### config.mk
export PLATFORM = sky130hd
export DESIGN_NAME = disp_scan_gen
export DESIGN_NICKNAME = d
export VERILOG_FILES = /design/src/rtl/disp_pkg.sv /design/src/rtl/btn_debounce.sv /design/src/rtl/disp_scan_gen.sv
export SDC_FILE = /design/constraint.sdc
export NUM_CORES = 1
export LEC_CHECK = 0
export CAP_MARGIN = 15
export CORE_ASPECT_RATIO = 0.7
export CORE_UTILIZATION = 58
export CTS_BUF_LIST = sky130_fd_sc_hd__clkbuf_4
export DETAILED_ROUTE_END_ITERATION = 7
export PLACE_DENSITY = 0.88
export SLEW_MARGIN = 0
export SYNTH_ARGS = -nofsm -noshare
export SYNTH_HDL_FRONTEND = slang
export SYNTH_SLANG_ARGS = --single-unit
export TNS_END_PERCENT = 10
### constraint.sdc
create_clock -name clk -period 4.4 [get_ports clk]
set_clock_uncertainty 0.2 [all_clocks]
set_input_delay 0.88 -clock clk [delete_from_list [all_inputs] [get_ports clk]]
set_output_delay 0.88 -clock clk [all_outputs]
set_load 0.03 [all_outputs]
### src/rtl/disp_pkg.sv
// Shared widths and types for the seven-segment scan generator.
package disp_pkg;
  localparam int SCAN_W  = 6;
  localparam int LIGHT_W = 4;
  localparam int DIGITS  = 4;
  localparam int BCD_W   = 16;
  localparam logic [LIGHT_W-1:0] LIGHT_MAX = 4'd15;
  localparam logic [SCAN_W-1:0]  SCAN_LAST = '1;

  typedef logic [BCD_W-1:0] bcd_word_t;
endpackage

### src/rtl/btn_debounce.sv
// Raw button -> 2-flop synchronizer -> stability-count debouncer -> rising-edge press pulse.
module btn_debounce #(
  parameter int DEB_CYC = 50000
) (
  input  logic clk,
  input  logic rst,
  input  logic raw,
  output logic press
);
  localparam int CW = (DEB_CYC > 2) ? $clog2(DEB_CYC) : 1;
  localparam logic [CW-1:0] C_LAST = CW'(DEB_CYC - 1);

  logic          sync_1, sync_2;
  logic          deb, deb_d;
  logic [CW-1:0] cnt;

  always_ff @(posedge clk or posedge rst) begin
    if (rst) begin
      sync_1 <= 1'b0;
      sync_2 <= 1'b0;
    end else begin
      sync_1 <= raw;
      sync_2 <= sync_1;
    end
  end

  // The level flips on the DEB_CYC-th consecutive differing sample; any agreement restarts.
  always_ff @(posedge clk or posedge rst) begin
    if (rst) begin
      cnt <= '0;
      deb <= 1'b0;
    end else if (sync_2 != deb) begin
      if (cnt == C_LAST) begin
        cnt <= '0;
        deb <= sync_2;
      end else begin
        cnt <= cnt + 1'b1;
      end
    end else begin
      cnt <= '0;
    end
  end

  always_ff @(posedge clk or posedge rst) begin
    if (rst) deb_d <= 1'b0;
    else     deb_d <= deb;
  end

  assign press = deb && !deb_d;
endmodule

### src/rtl/disp_scan_gen.sv
// Scan-phase, brightness and frame-aligned BCD source for the 4-digit display mux.
module disp_scan_gen
  import disp_pkg::*;
#(
  parameter int PRESCALE  = 1024,
  parameter int DEB_CYC   = 50000,
  parameter int LIGHT_RST = 15
) (
  input  logic               clk,
  input  logic               rst,
  input  logic [BCD_W-1:0]   bcd_in,
  input  logic               bcd_valid,
  output logic               bcd_ready,
  input  logic               btn_up,
  input  logic               btn_down,
  output logic [SCAN_W-1:0]  clk_copy,
  output logic [LIGHT_W-1:0] lighttag,
  output logic [BCD_W-1:0]   snum,
  output logic               frame_start
);
  localparam int PW = (PRESCALE > 2) ? $clog2(PRESCALE) : 1;
  localparam logic [PW-1:0] P_LAST = PW'(PRESCALE - 1);

  logic [PW-1:0] pcnt;
  logic          tick;
  logic          boundary;
  bcd_word_t     pend;
  logic          pend_full;
  logic          up_press, down_press;

  assign tick     = (pcnt == P_LAST);
  assign boundary = tick && (clk_copy == SCAN_LAST);

  always_ff @(posedge clk or posedge rst) begin
    if (rst)       pcnt <= '0;
    else if (tick) pcnt <= '0;
    else           pcnt <= pcnt + 1'b1;
  end

  always_ff @(posedge clk or posedge rst) begin
    if (rst) begin
      clk_copy    <= '0;
      frame_start <= 1'b0;
    end else begin
      frame_start <= boundary;
      if (tick) clk_copy <= clk_copy + 1'b1;
    end
  end

  // Handshake: a word transfers on any clk edge where bcd_valid && bcd_ready;
  // bcd_ready is simply !pend_full, so the source must hold bcd_in/bcd_valid until then.
  assign bcd_ready = !pend_full;

  // A boundary drains pend into snum; it cannot also accept because ready is low while full.
  always_ff @(posedge clk or posedge rst) begin
    if (rst) begin
      pend      <= '0;
      pend_full <= 1'b0;
      snum      <= '0;
    end else if (boundary && pend_full) begin
      snum      <= pend;
      pend_full <= 1'b0;
    end else if (bcd_valid && !pend_full) begin
      pend      <= bcd_in;
      pend_full <= 1'b1;
    end
  end

  btn_debounce #(.DEB_CYC(DEB_CYC)) u_deb_up (
    .clk   (clk),
    .rst   (rst),
    .raw   (btn_up),
    .press (up_press)
  );

  btn_debounce #(.DEB_CYC(DEB_CYC)) u_deb_down (
    .clk   (clk),
    .rst   (rst),
    .raw   (btn_down),
    .press (down_press)
  );

  always_ff @(posedge clk or posedge rst) begin
    if (rst) begin
      lighttag <= LIGHT_W'(LIGHT_RST);
    end else if (up_press && !down_press) begin
      if (lighttag != LIGHT_MAX) lighttag <= lighttag + 1'b1;
    end else if (down_press && !up_press) begin
      if (lighttag != '0) lighttag <= lighttag - 1'b1;
    end
  end
endmodule

==> impl_metrics.toml, run 1 <==
[run_status]
outcome = "complete, no violations"

[synthesis]
synthCells = 336
synth-simple-area-share = 0.169
synth_adder_area_share = 0.0263
avgSynthCellArea_um2 = 12.2
synthMuxAreaShare = 0.103
yosysWarnings = 0
synth_compound_area_frac = 0.0140
async_reset_ff_frac = 1.00
synth_nets = 365
synth_area_um2 = 4100
ys_ff_latch = 94
synth_ff_type = "dfrtp_1"
synth_top_family_by_area = "simple AND/OR/NAND/NOR gates"
synthXorXnorAreaFrac = 0.0940
synth_edf_count = 0
ys_types = 38
seq_area_frac_synth = 0.575

[placed_design]
port-buffer-count = 48
place_hpwl_um = 5270
dp.cells = 476
place.gp.congestion = 0.848

[critical_path]
cp_data_required_time_ns = 3.32
end_kind = "output pin"
arrival_ns = 1.75
criticalPathCategory = "flip-flop to output pin"
crit_slowest_cell = "clkdlybuf4s50_1"
crit_buf_inv = 1
crit_family = "buffers and inverters"
slowest_delay_ns = 0.69
critPathMaxFanout = 6
crit_chain = "clkdlybuf4s50_1"
startpoint_type = "flip-flop"

[detailed_routing]
routed_wl_um = 7660
dr.pass1.iters = 4
dr.first_iter.drc_count = 200
ant_nets = 0
wl_per_cell_um = 15.6
vias = 2735
drt-vias-per-instance = 5.56
drcViolationCount = 0

[floorplanning]
fp-row-count = 25
die-area_um2 = 7410
core_um2 = 6790
start_util = 0.604
chipWidth_um = 102
die_h_um = 72.3
ios = 49

[finish]
drive_gt1_frac = 0.166
nNetsFinal = 422
fill_cells = 469
layout_commonest_cell = "dfrtp_1"
num_antenna_cells = 0
area_delta_synth_final_pct = 19.1
instances_no_fill = 492
layout_common_cells = "dfrtp_1, clkdlybuf4s50_1, nor2_1"

[global_routing]
grtUsageTotal = 0.224
grt_start_max_net_pins = 36
grt_pass1_wl_um = 12400
antenna_found_initial = 0
grt_pass1_vias = 2697
overflow = 0

[sta]
tns_ns = 0
relSlewSlack = 0.275
fmax_mhz = 353
setup_violations = 0
rsz0062_at_grt = "no"
finalMaxSlewViolations = 0
period_needed_ns = 2.83
tightest_slew_ns = 1.08
period_share = 0.643
hold_violations = 0

[clock_network]
clk_pin_slew_ns = 0.14
cts_root_buf = "clkbuf_4"
cts_tree = "yes"
clock_latency_ns = 0.45
clkSinkCount = 94
htreeDepth = 3
cts_resized = 0
cts.path.max_buffers = 2
cts-hold-fix-buffers = 0
cts_buffers = 9
cts_setup_buffers = 0

[job]
cap_violations = 0

[pwr]
p_per_area_nw_per_um2 = 323
max-vdd-ir-drop_uv = 155
p_leak_uw = 0.00212

[hold_path]
min_path_type = "flip-flop to flip-flop"
==> Yosys cell counts (2+ instances only) <==
| master | count | area (um^2) |
|---|---|---|
| a21oi_1 | 3 | 15.0 |
| and3_1 | 7 | 43.8 |
| and4_1 | 4 | 35.0 |
| buf_2 | 2 | 10.0 |
| buf_6 | 2 | 22.5 |
| dfrtp_1 | 90 | 2250 |
| dfstp_2 | 4 | 105 |
| ha_1 | 7 | 87.6 |
| inv_1 | 9 | 33.8 |
| mux2_2 | 36 | 405 |
| nand2_1 | 14 | 52.6 |
| nand2b_1 | 2 | 12.5 |
| nand3_1 | 11 | 55.1 |
| nand4_1 | 17 | 106 |
| nand4bb_1 | 2 | 22.5 |
| nor2_1 | 42 | 158 |
| nor2b_1 | 4 | 25.0 |
| nor3_1 | 10 | 50.1 |
| nor4_1 | 7 | 43.8 |
| nor4b_1 | 2 | 17.5 |
| o21ai_0 | 2 | 10.0 |
| xnor2_1 | 33 | 289 |
| xor2_1 | 11 | 96.3 |
==> worst register-to-register path: stages, from the launching register on <==
cell and delay (ns):
dfrtp_1 0.45, ha_1 0.20, and3_1 0.21, nand4_1 0.16
nor4_4 0.84, mux2_2 0.43
==> stage by stage <==
stage          hold WS [ns]  area [um^2]  total power (uW)  setup slack, ns  utilization
2_1_floorplan         0.131         4100               953            0.878            -
5_1_grt               0.170         4880              1630             1.48        0.719
6_report              0.164         4880              1580             1.57        0.719
3_3_place_gp          0.135         4680               981             1.95        0.690
4_1_cts               0.167         4880              1590             1.53        0.719
3_5_place_dp          0.136         4680               986             1.84        0.690
==> logic make-up (layout without fill, tap and decap cells) <==
group	Yosys count	count (layout)
compound gates	9	9
flops	94	94
fa+ha+maj	8	8
buf+inv	15	77
simple gates	129	129
mux	37	37
xor+xnor	44	44
==> final cells by class <==
class                   count  area, um^2  share of cell area
inverters                   9        35.0             0.00718
multi-input cells         227        1660               0.341
clock inverters             7         128              0.0262
flip-flops and latches     94        2360               0.483
clock buffers               9        67.6              0.0138
repair buffers             52         510               0.105
well taps                  94         118              0.0241
==> flip-flops by register name, indices dropped and copies added, names as in the netlist, 4 cells and up <==
register	count
u_deb_down.cnt	16
pcnt	10
lighttag	4
u_deb_up.cnt	16
snum	16
pend	16
clk_copy	6
==> worst paths after layout <==
| path | cells past startpoint | from | to | slack (ns) |
|---|---|---|---|---|
| max | 1 | lighttag[0]$_DFFE_PP1P_ | lighttag[0] | 1.57 |
| min | 0 | u_deb_down.sync_1$_DFF_PP0_ | u_deb_down.sync_2$_DFF_PP0_ | 0.16 |
| max reg2reg | 5 | clk_copy[0]$_DFFE_PP0N_ | snum[12]$_DFFE_PP0P_ | 1.81 |
| min reg2reg | 0 | u_deb_down.sync_1$_DFF_PP0_ | u_deb_down.sync_2$_DFF_PP0_ | 0.16 |
| max in group asynchronous | 3 | rst | pend[14]$_DFFE_PP0P_ | 2.58 |
| min in group asynchronous | 2 | rst | u_deb_up.cnt[12]$_DFF_PP0_ | 0.56 |
==> layer usage <==
metal	GRT usage	part of all wire	routed length, um
met1	0.296	0.46	3540
met2	0.356	0.49	3750
met3	0.0655	0.040	307
met4	0.0730	0.0077	59
met5	0	0	0
==> power by group <==
part | switching [uW] | internal [uW] | leakage [uW] | total [uW]
Combinational | 32.2 | 34.4 | 0.000780 | 66.6
Clock | 310 | 298 | 0.000103 | 607
Sequential | 14.9 | 888 | 0.00124 | 902
(Power assumes the default switching activity.)
==> inputs of run 2 (changes only) <==
- clock period: 4.4 -> 2.93 ns (I/O delays scaled with it)
==> impl_metrics.toml, run 2 (synthesis gave the netlist of run 1 again) <==
[pwr]
p_per_area_nw_per_um2 = 438
max-vdd-ir-drop_uv = 309
p_leak_uw = 0.00211

[global_routing]
grt_pass1_wl_um = 13000
grtUsageTotal = 0.232
overflow = 0
grt_pass1_vias = 2776
antenna_found_initial = 0
grt_start_max_net_pins = 48

[floorplanning]
die_h_um = 72.3
chipWidth_um = 102
ios = 49
fp-row-count = 25
start_util = 0.604
core_um2 = 6790
die-area_um2 = 7410

[critical_path]
criticalPathCategory = "flip-flop to output pin"
slowest_delay_ns = 0.69
cp_data_required_time_ns = 2.14
startpoint_type = "flip-flop"
crit_buf_inv = 1
cp.depth = 1
end_kind = "output pin"
arrival_ns = 1.76
worst_r2r_path_depth = 6
critPathMaxFanout = 6
crit_slowest_cell = "clkdlybuf4s50_1"
crit_family = "buffers and inverters"
crit_chain = "clkdlybuf4s50_1"

[placed_design]
pre_cts_ws_ns = 0.716
place.gp.congestion = 0.849
place_hpwl_um = 5270
dp.cells = 479
port-buffer-count = 48

[finish]
final_util = 0.715
nNetsFinal = 425
area_delta_synth_final_pct = 18.4
num_antenna_cells = 0
instances_no_fill = 495
layout_common_cells = "dfrtp_1, clkdlybuf4s50_1, nor2_1"
drive_gt1_frac = 0.172
layout_commonest_cell = "dfrtp_1"

[sta]
tightest_slew_ns = 0.540
relSlewSlack = 0.638
fmax_mhz = 393
period_share = 0.868
period_needed_ns = 2.54
hold_violations = 0
finalMaxSlewViolations = 0
setup_ws_ns = 0.385
rsz0062_at_grt = "no"
whs_ns = 0.173
tns_ns = 0
setup_violations = 0

[clock_network]
clock_latency_ns = 0.45
clk_pin_slew_ns = 0.16
cts_root_buf = "clkbuf_4"
clkSinkCount = 94
cts.path.max_buffers = 2
cts_tree = "yes"
htreeDepth = 3
cts-hold-fix-buffers = 0
cts_setup_buffers = 0
cts_buffers = 9
cts_resized = 0

[detailed_routing]
vias = 2697
drt-vias-per-instance = 5.45
wl_per_cell_um = 15.2
drcViolationCount = 0
dr.pass1.iters = 4
routed_wl_um = 7540
ant_nets = 0
dr.first_iter.drc_count = 170

[hold_path]
min_path_type = "flip-flop to flip-flop"
hold_path_depth = 0

[job]
cap_violations = 0

[run_status]
outcome = "complete, no violations"
run 2: changes by cell type in the layout (fill, tap and decap cells not counted), sizes merged:
cell	change
clkinvlp	+2
buf	+3
bufinv	-3
clkinv	+1
run 2: final timing paths:
check	startpoint	endpoint	slack, ns
setup / recovery	lighttag[0]$_DFFE_PP1P_	lighttag[0]	0.39
hold / removal	u_deb_down.sync_1$_DFF_PP0_	u_deb_down.sync_2$_DFF_PP0_	0.17
setup reg to reg	clk_copy[0]$_DFFE_PP0N_	snum[12]$_DFFE_PP0P_	0.67
hold reg to reg	u_deb_down.sync_1$_DFF_PP0_	u_deb_down.sync_2$_DFF_PP0_	0.17
max in group asynchronous	rst	u_deb_down.cnt[5]$_DFF_PP0_	1.55
min in group asynchronous	rst	u_deb_up.sync_2$_DFF_PP0_	0.28
run 2: area by class of cell:
class	instances	area [um^2]
Sequential cell	94	2360
Fill cell	485	1930
Multi-Input combinational cell	227	1660
Timing Repair Buffer	55	546
Tap cell	94	118
Clock buffer	9	67.6
Clock inverter	7	65.1
Inverter	9	37.5
run 2: through the flow:
step / total power [uW] / cell area (um^2)
after floorplan: 1430 / 4100
after global placement: 1470 / 4720
after detailed placement: 1480 / 4720
after CTS: 2150 / 4850
after global routing: 2230 / 4850
final: 2120 / 4850
run 2: routing by layer:
| layer | GRT usage | wire, um | share of wire | vias to the layer above |
|---|---|---|---|---|
| met4 | 0.0873 | 89 | 0.012 | 0 |
| met3 | 0.0626 | 302 | 0.040 | 10 |
| met2 | 0.350 | 3480 | 0.46 | 62 |
| met5 | 0 | 0 | 0 | - |
| met1 | 0.322 | 3660 | 0.49 | 1333 |
| li1 | - | - | - | 1292 |
run 2: power by group:
part           switching (uW)  total, uW  internal, uW
registers                23.0       1360          1330
logic                    45.4       98.5          53.1
clock network             474        670           196
total                     543       2120          1580
